===== src/rtl/bcd_serial_add_ctrl.sv =====
// Multi-digit packed-BCD adder that walks the digits LSD first through one shared
// 4-bit binary adder, spending an ADD and a CORR (+6/+0) cycle on each digit.

module adder_4bit (
  input  logic [3:0] i_a,
  input  logic [3:0] i_b,
  input  logic       i_cin,
  output logic [3:0] o_sum,
  output logic       o_cout
);
  logic [4:0] w_full;

  assign w_full = {1'b0, i_a} + {1'b0, i_b} + {4'b0000, i_cin};
  assign o_sum  = w_full[3:0];
  assign o_cout = w_full[4];
endmodule

module bcd_serial_add_ctrl #(
  parameter int DIGITS = 4
) (
  input  logic                  i_clk,
  input  logic                  i_reset,
  input  logic                  i_start,
  input  logic [4*DIGITS-1:0]   i_a_bcd,
  input  logic [4*DIGITS-1:0]   i_b_bcd,
  input  logic                  i_cin,
  output logic                  o_busy,
  output logic                  o_done,
  output logic [4*DIGITS-1:0]   o_sum_bcd,
  output logic                  o_carry,
  output logic                  o_err
);
  localparam int IDX_W = (DIGITS > 1) ? $clog2(DIGITS) : 1;
  localparam int OPW   = 4 * DIGITS;

  typedef enum logic [1:0] {S_IDLE, S_ADD, S_CORR, S_DONE} state_t;

  state_t           r_state;
  state_t           w_next;

  logic [OPW-1:0]   r_a;
  logic [OPW-1:0]   r_b;
  logic [IDX_W-1:0] r_idx;
  logic             r_creg;
  logic [3:0]       r_s;
  logic             r_c4;
  logic [OPW-1:0]   r_stage;
  logic [OPW-1:0]   r_sum;
  logic             r_carry;
  logic             r_err;

  logic [3:0]       w_a_dig;
  logic [3:0]       w_b_dig;
  logic [3:0]       w_add_a;
  logic [3:0]       w_add_b;
  logic             w_add_cin;
  logic [3:0]       w_add_sum;
  logic             w_add_cout;
  logic             w_need_corr;
  logic             w_last;
  logic [OPW-1:0]   w_stage_next;

  function automatic logic has_bad_digit(input logic [OPW-1:0] v);
    logic bad;
    bad = 1'b0;
    for (int i = 0; i < DIGITS; i++) begin
      if (v[4*i +: 4] > 4'd9) bad = 1'b1;
    end
    return bad;
  endfunction

  always_comb begin
    w_a_dig = 4'd0;
    w_b_dig = 4'd0;
    for (int i = 0; i < DIGITS; i++) begin
      if (r_idx == IDX_W'(i)) begin
        w_a_dig = r_a[4*i +: 4];
        w_b_dig = r_b[4*i +: 4];
      end
    end
  end

  assign w_need_corr = r_c4 | (r_s > 4'd9);
  assign w_last      = (r_idx == IDX_W'(DIGITS - 1));

  // Operand muxes for the single shared adder; quiet (all zero) outside ADD/CORR.
  always_comb begin
    w_add_a   = 4'd0;
    w_add_b   = 4'd0;
    w_add_cin = 1'b0;
    case (r_state)
      S_ADD: begin
        w_add_a   = w_a_dig;
        w_add_b   = w_b_dig;
        w_add_cin = r_creg;
      end
      S_CORR: begin
        w_add_a   = r_s;
        w_add_b   = w_need_corr ? 4'd6 : 4'd0;
        w_add_cin = 1'b0;
      end
      default: ;
    endcase
  end

  adder_4bit u_adder (
    .i_a    (w_add_a),
    .i_b    (w_add_b),
    .i_cin  (w_add_cin),
    .o_sum  (w_add_sum),
    .o_cout (w_add_cout)
  );

  always_comb begin
    w_stage_next = r_stage;
    for (int i = 0; i < DIGITS; i++) begin
      if (r_idx == IDX_W'(i)) w_stage_next[4*i +: 4] = w_add_sum;
    end
  end

  always_ff @(posedge i_clk or posedge i_reset) begin
    if (i_reset) r_state <= S_IDLE;
    else         r_state <= w_next;
  end

  always_comb begin
    w_next = r_state;
    case (r_state)
      S_IDLE:  if (i_start) w_next = S_ADD;
      S_ADD:   w_next = S_CORR;
      S_CORR:  w_next = w_last ? S_DONE : S_ADD;
      S_DONE:  w_next = S_IDLE;
      default: w_next = S_IDLE;
    endcase
  end

  always_comb begin
    o_busy = (r_state != S_IDLE);
    o_done = (r_state == S_DONE);
  end

  // Partial digits go to r_stage; the visible result only changes on entry to DONE.
  always_ff @(posedge i_clk or posedge i_reset) begin
    if (i_reset) begin
      r_a     <= '0;
      r_b     <= '0;
      r_idx   <= '0;
      r_creg  <= 1'b0;
      r_s     <= 4'd0;
      r_c4    <= 1'b0;
      r_stage <= '0;
      r_sum   <= '0;
      r_carry <= 1'b0;
      r_err   <= 1'b0;
    end else begin
      case (r_state)
        S_IDLE: begin
          if (i_start) begin
            r_a     <= i_a_bcd;
            r_b     <= i_b_bcd;
            r_creg  <= i_cin;
            r_idx   <= '0;
            r_stage <= '0;
            r_err   <= has_bad_digit(i_a_bcd) | has_bad_digit(i_b_bcd);
          end
        end
        S_ADD: begin
          r_s  <= w_add_sum;
          r_c4 <= w_add_cout;
        end
        S_CORR: begin
          r_stage <= w_stage_next;
          r_creg  <= w_need_corr;
          if (w_last) begin
            r_sum   <= w_stage_next;
            r_carry <= w_need_corr;
          end else begin
            r_idx <= r_idx + IDX_W'(1);
          end
        end
        default: ;
      endcase
    end
  end

  assign o_sum_bcd = r_sum;
  assign o_carry   = r_carry;
  assign o_err     = r_err;
endmodule


===== config.mk =====
export PLATFORM = sky130hd
export DESIGN_NAME = bcd_serial_add_ctrl
export DESIGN_NICKNAME = d
export VERILOG_FILES = /design/src/rtl/bcd_serial_add_ctrl.sv
export SDC_FILE = /design/constraint.sdc
export NUM_CORES = 1
export LEC_CHECK = 0
export CORE_MARGIN = 3
export CORE_UTILIZATION = 54
export DETAILED_ROUTE_END_ITERATION = 8
export PLACE_DENSITY = 0.79
export SYNTH_ARGS = -nofsm -noshare
export SYNTH_HDL_FRONTEND = slang
export SYNTH_SLANG_ARGS = --single-unit

===== constraint.sdc =====
create_clock -name i_clk -period 4.2 [get_ports i_clk]
set_clock_uncertainty 0.1 [all_clocks]
set_input_delay 0.84 -clock i_clk [delete_from_list [all_inputs] [get_ports i_clk]]
set_output_delay 0.84 -clock i_clk [all_outputs]
set_load 0.02 [all_outputs]

* After elaboration in Yosys (flattened, before gate mapping) *
Cells that the tools add are included.

operators by class
  add/subtract/negate cells = 3
  multiply operators = 0
  div/mod/pow operators = 0
  $lt $le $gt $ge = 9
  equal/unequal tests = 8
  shift-type cells = 0
  multiplexer cells = 38
  bitwise logic cells = 2
  reduce and logical (&&, ||, !) cells = 8

operators by type and width
  kind                                                   number
  two-way mux 4 bit                                      12
  greater-than comparator 4 bit (second input constant)  9
  case mux 16 bit (2 select lines)                       1
  two-way mux 16 bit                                     1
  case mux 4 bit (2 select lines)                        2
  two-way mux 1 bit                                      14
  == test 2 bit (second input constant)                  4
  two-way mux 2 bit                                      4
  case mux 2 bit (4 select lines)                        1
  AND reduction 2 bit                                    3
  adder 4 x 4 -> 5 bit                                   1
  adder 5 x 1 -> 5 bit                                   1
  == test 2 x 1 -> 1 bit (second input constant)         2
  logical NOT 2 bit                                      2
  != test 2 bit (second input constant)                  2
  case mux 2 bit (2 select lines)                        1
  nonzero test 2 bit                                     2
  two-way mux 3 bit                                      1
  AND reduction 3 bit                                    1
  adder 2 x 1 -> 2 bit (second input constant)           1
  OR 1 bit                                               2
  case mux 1 bit (2 select lines)                        1

word-level totals
  flip-flop bits (word level) = 76
  bits in latches = 0
  bits in writable memories = 0
  memory bits (read-only) = 0
  input bits = 36
  output and inout port bits = 20
  logic and storage cells = 79
  memories kept = 0

* Logic depth before layout (Yosys ltp) *
Gate-level depths: netlist of run 1.

  depth after elaboration = 10
  depth in mapped cells = 14
  mapped depth without buffers = 13

* Modules after synthesis *
From an unflattened synthesis of run 1, not the netlist that was laid out.

unflattened totals
  cells, all modules = 328
  area, all modules = 3743.6 um^2

modules (own cells, without submodules)
  module               times used  cells each  area an instance (um^2)  sequential area each (um^2)
  bcd_serial_add_ctrl  1           312         3599.7                   1801.7
  adder_4bit           1           16          143.9                    0.0

* Least setup slack after synthesis of run 1 *
Ideal clock, no wire load.

  kind = reg2reg
  start point = register r_state[0]
  end point = register r_stage[2]
  setup time = 0.121 ns
  arrival = 2.901 ns
  data required time = 3.979 ns
  path slack = 1.078 ns
  stages on the path, launching flop included = 14
  buffers on the path = 1
  period minus slack after synthesis = 3.122 ns
  cells stage by stage = dfrtp_1 > inv_1 > ha_1 > and3_1 > clkbuf_1 > a32o_1 > a21oi_1 > fa_1 > inv_1 > fa_1 > xnor2_2 > nor2_1 > mux2_2 > a22o_1

between the ends
  word-level cells in the longest chain between the ends = 6
  elaborated cells between the ends (all ways) = 13
  classes of those cells = add/sub: 2; eq/ne: 3; mux: 5; reduce/logical: 3

ends and longest elaborated chain
  item                                                     RTL line  RTL
  start: declaration                                       38        state_t r_state;
  start signal: assignment                                 123       else r_state <= w_next;
  == test 2 bit or == test 2 x 1 -> 1 bit (tied branches)  91, 156
  case mux 4 bit (2 select lines)                          91        case (r_state)
  adder 4 x 4 -> 5 bit                                     13        assign w_full = {1'b0, i_a} + {1'b0, i_b} + {4'b0000, i_cin};
  adder 5 x 1 -> 5 bit                                     13
  two-way mux 4 bit                                        117       if (r_idx == IDX_W'(i)) w_stage_next[4*i +: 4] = w_add_sum;
  case mux 16 bit (2 select lines)                         156       case (r_state)
  end signal: assignment                                   172       r_stage <= w_stage_next;
  end: declaration                                         47        logic [OPW-1:0] r_stage;

Parallel ways exist; a longest one is shown, timed or not.
A chain may end at the register's enable or synchronous reset.

* Worst setup path after layout of run 1 *
  start point = register r_idx[1]
  end point = register r_stage[2]

between the ends
  word-level cells in the longest chain between the ends = 10
  elaborated cells between the ends (all ways) = 18
  classes of those cells = add/sub: 2; eq/ne: 3; mux: 12; reduce/logical: 1

ends and longest elaborated chain
  item                                  RTL line  RTL
  start: declaration                    43        logic [IDX_W-1:0] r_idx;
  start signal: assignment              178       r_idx <= r_idx + IDX_W'(1);
  logical NOT 2 bit                     76, 117
  two-way mux 4 bit (4 in a row)        76        if (r_idx == IDX_W'(i)) begin
  case mux 4 bit (2 select lines)       91
  adder 4 x 4 -> 5 bit                  13
  adder 5 x 1 -> 5 bit                  13
  two-way mux 4 bit (*)                 117
  case mux 16 bit (2 select lines) (*)  156

Every way passes the cells marked *; elsewhere a longest branch is shown, timed or not.

==> run_results.csv, run 1 <==
group,metric,value,unit
placed_design,hpwl,5663,um
worst_setup_path,crit_end,"r_stage[2]",
logic_synthesis,yosysWarnings,0,
grt,antenna_found_initial,0,
routing,wl_per_cell,16.06,um
worst_setup_path,worstPathMaxFanout,15,
logic_synthesis,ys_types,39,
grt,grt.met3_usage,5.927,%
worst_setup_path,worstRegToRegCells,13,
placed_design,place_ws,682.1,ps
logic_synthesis,synth.avg_cell_area,10.62,sq um
floorplanning,start_util,56.20,%
floorplanning,std_cell_rows,29,
floorplanning,die_y,87.76,um
final_layout,fin_nets,440,
final_layout,instances_no_fill,472,
final_layout,layout-drive-gt1-share,17.22,%
timing,period_needed,3585,ps
worst_setup_path,crit_slowest_cell,"ha_1",
final_layout,n_antenna_cell,0,
timing,max_freq,278.9,MHz
timing,slew_headroom,35.57,%
timing,fin_ws,614.9,ps
clocking,cts_resized,0,
clocking,cts_tree,"yes",
clocking,cts_buffers,9,
worst_setup_path,cp.arrival,3730,ps
worst_setup_path,r2r-start,"r_idx[1]",
worst_setup_path,crit_path_end_kind,"flip-flop",
worst_hold_path,hold_path_class,"reg2reg",
worst_setup_path,cp_data_required_time,4340,ps
placed_design,dp.cells,457,
worst_setup_path,crit_path_frequent_cell,"inv_1",
routing,vias,2671,
run,cap_violations,0,
grt,busiest_layer,"met2",
placed_design,globalplace.congestion,0.8722,
floorplanning,dieArea,0.007702,sq mm
routing,detail_route.first_pass.iterations,4,
clocking,cts_hold_buf,0,
worst_setup_path,path_depth,13,
routing,drc,0,
grt,grt_pass1_vias,2694,
logic_synthesis,netlist_area,0.003610,sq mm
grt,grt_pass1_wl,12930,um
worst_setup_path,reg2reg_to,"r_stage[2]",
clocking,clk_pin_slew,70,ps
floorplanning,core_area,0.006422,sq mm
timing,timing.hold.ws,377.7,ps
clocking,clockBufferDepth,2,
placed_design,numPortBuffers,55,
worst_setup_path,crit_type,"reg2reg",
pwr,max-vdd-ir-drop,297.7,uV
clocking,cts.sinks,72,
timing,drv_slew,0,
final_layout,utilization,68.19,%
clocking,post_cts_buffers,0,
worst_setup_path,cp.buffers_inverters,3,
logic_synthesis,ys_seq_area_share,49.91,%
routing,vias_per_cell,5.659,
clocking,root_buffer,"clkbuf_8",
grt,track_usage,22.00,%
timing,tns,0,ps
timing,setup_viol,0,
logic_synthesis,netlist_instances,340,
worst_setup_path,crit_path_max_incr_delay,480,ps
logic_synthesis,synth.net_count,389,
worst_setup_path,crit_start,"r_idx[1]",
floorplanning,die_w,87.76,um
worst_setup_path,ff2ff_setup_slack,610,ps
clocking,clock_latency,350,ps
timing,worst_pin_slew,965.1,ps
pwr,leakage,1.925,nW
worst_setup_path,cp-start-kind,"flip-flop",
grt,grt_max_degree,49,
worst_setup_path,crit_path_cell_trace,"inv_1 > ha_1 > inv_1 > a31oi_1 > o21ai_0 > a21oi_1 > fa_1 > inv_1 > fa_1 > xnor2_2 > nor2_1 > mux2_2 > a22o_1",
clocking,cts_htree_levels,3,
routing,drt_iter0_markers,110,
logic_synthesis,synth_seq_cells,72,
routing,routed_wl,7581,um
outcome,status,"complete, no violations",
timing,fin_crit_sh,85.36,%
routing,ant_nets,0,
worst_setup_path,crit_family,"adder cells",
timing,rsz0062_at_grt,"no",
floorplanning,boundaryPins,56,
pwr,power.density_cell_area,715.8,mW/mm^2
grt,grt_use_met2,36.03,%
final_layout,synthToLayoutAreaGrowth,21.32,%
grt,grt-ovfl-total,0,
grt,use_met1,28.33,%
timing,hold_viol_final,0,
## flip-flops by register name, summed over array words and instances (netlist names)
register	flops
r_creg	1
o_sum_bcd	16
r_stage	12
r_s	4
r_b	16
r_c4	1
r_idx	2
r_a	16
r_state	2
o_carry	1
o_err	1
## report_power, final
group | switching [mW] | internal [mW] | total [mW]
clock network | 0.245 | 0.284 | 0.530
logic | 0.780 | 0.665 | 1.44
registers | 0.181 | 0.979 | 1.16
total | 1.21 | 1.93 | 3.13
## cell usage in the layout (no fill, tap or decap), drive strengths merged
cell type and count:
dfrtp 72, clkdlybuf4s50 55, mux2 38, o21ai 37, nand2 34, a21oi 29
inv 15, nor2 13, a22o 12, ha 11, clkbuf 11, nor2b 10
buf 7, nand3b 4, a21o 4, nor3 3, o31ai 3, a22oi 3
a32oi 3, a31o 3, o32ai 3, clkinv 3, nand4 2, xnor2 2
a31oi 2, a211oi 2, nand3 2, a21boi 2, fa 2, and2b 1
nand2b 1, mux2i 1, and2 1, and3 1, a32o 1, or2 1
bufinv 1
## cells in the mapped netlist
master / instances / share of area [%]
xnor2_2: 2 / 0.90
and3_1: 1 / 0.17
nor3_1: 3 / 0.42
nand3_1: 2 / 0.28
a32o_1: 1 / 0.28
a31o_2: 3 / 0.73
buf_2: 12 / 1.7
ha_1: 11 / 3.8
nor2_1: 13 / 1.4
inv_1: 15 / 1.6
or2_2: 1 / 0.17
buf_6: 2 / 0.62
fa_1: 2 / 1.1
a22oi_1: 3 / 0.62
a32oi_1: 3 / 0.73
nand2_2: 1 / 0.17
a21o_1: 4 / 0.83
o21ai_0: 36 / 5.0
clkbuf_1: 6 / 0.62
o32ai_1: 3 / 0.73
o31ai_1: 3 / 0.62
dfrtp_1: 72 / 50
nand2_1: 33 / 3.4
a22o_1: 12 / 2.9
a21boi_0: 2 / 0.42
a31oi_1: 2 / 0.35
and2_1: 1 / 0.17
nand2b_1: 1 / 0.17
mux2i_1: 1 / 0.28
a21oi_1: 29 / 4.0
nor2b_1: 10 / 1.7
o21ai_2: 1 / 0.24
and2b_1: 1 / 0.21
a211oi_1: 2 / 0.42
nand3b_1: 4 / 0.83
buf_4: 1 / 0.21
mux2_2: 38 / 12
buf_1: 1 / 0.10
nand4_1: 2 / 0.35
## logic make-up (layout without fill, tap and decap cells)
kind of cell	Yosys count	in the layout	synth area share, %
buf+inv	37	92	4.783
compound gates	104	104	17.89
mux	39	39	12.13
simple gates	73	73	9.463
fa+ha+maj	13	13	4.922
xor+xnor	2	2	0.9012
flops	72	72	49.91
## worst min-delay path by stage
stage | start | to | slack [ps] | cells after the start
after CTS | o_sum_bcd[6] | o_sum_bcd[6] | 380 | 2
after global placement | o_sum_bcd[9] | o_sum_bcd[9] | 360 | 2
after global routing | o_sum_bcd[2] | o_sum_bcd[2] | 400 | 2
after floorplan | r_stage[0] | r_stage[0] | 360 | 1
after detailed placement | o_sum_bcd[9] | o_sum_bcd[9] | 370 | 2
final | o_sum_bcd[15] | o_sum_bcd[15] | 380 | 2
## worst reg2reg max path: stages (launching register included)
cell	delay (ps)
dfrtp_1	420
inv_1	100
ha_1	480
inv_1	230
a31oi_1	210
o21ai_0	130
a21oi_1	220
fa_1	220
inv_1	60
fa_1	420
xnor2_2	310
nor2_1	110
mux2_2	280
a22o_1	180
## cell type report
class                      count  area, sq um
clock buffer                  11        141.4
clock inverter                 4        45.04
fill                         509         2043
inverter                      15        56.30
multi-input combinational    231         1635
sequential                    72         1802
tap                           77        96.34
timing repair buffer          62        603.1
## stage by stage
stage	power, mW	area [sq um]
after CTS	3.153	4379
after detailed placement	2.619	4193
after global routing	3.358	4379
final	3.135	4379
after floorplan	2.188	3610
after global placement	2.551	4193
## per-layer routing
metal | up-vias | wire (um)
met1 | 1281 | 3449
met2 | 72 | 3632
li1 | 1306 | -
met4 | 0 | 148
met3 | 12 | 349
met5 | - | 0
Note: power is estimated with default switching activity, not from simulation.
==> inputs of run 2 (changes only) <==
Settings changed: ABC_CLOCK_PERIOD_IN_PS from default to 4200.
==> results of run 2 <==
The final DEF is identical to that of run 1; final timing and power are the same.
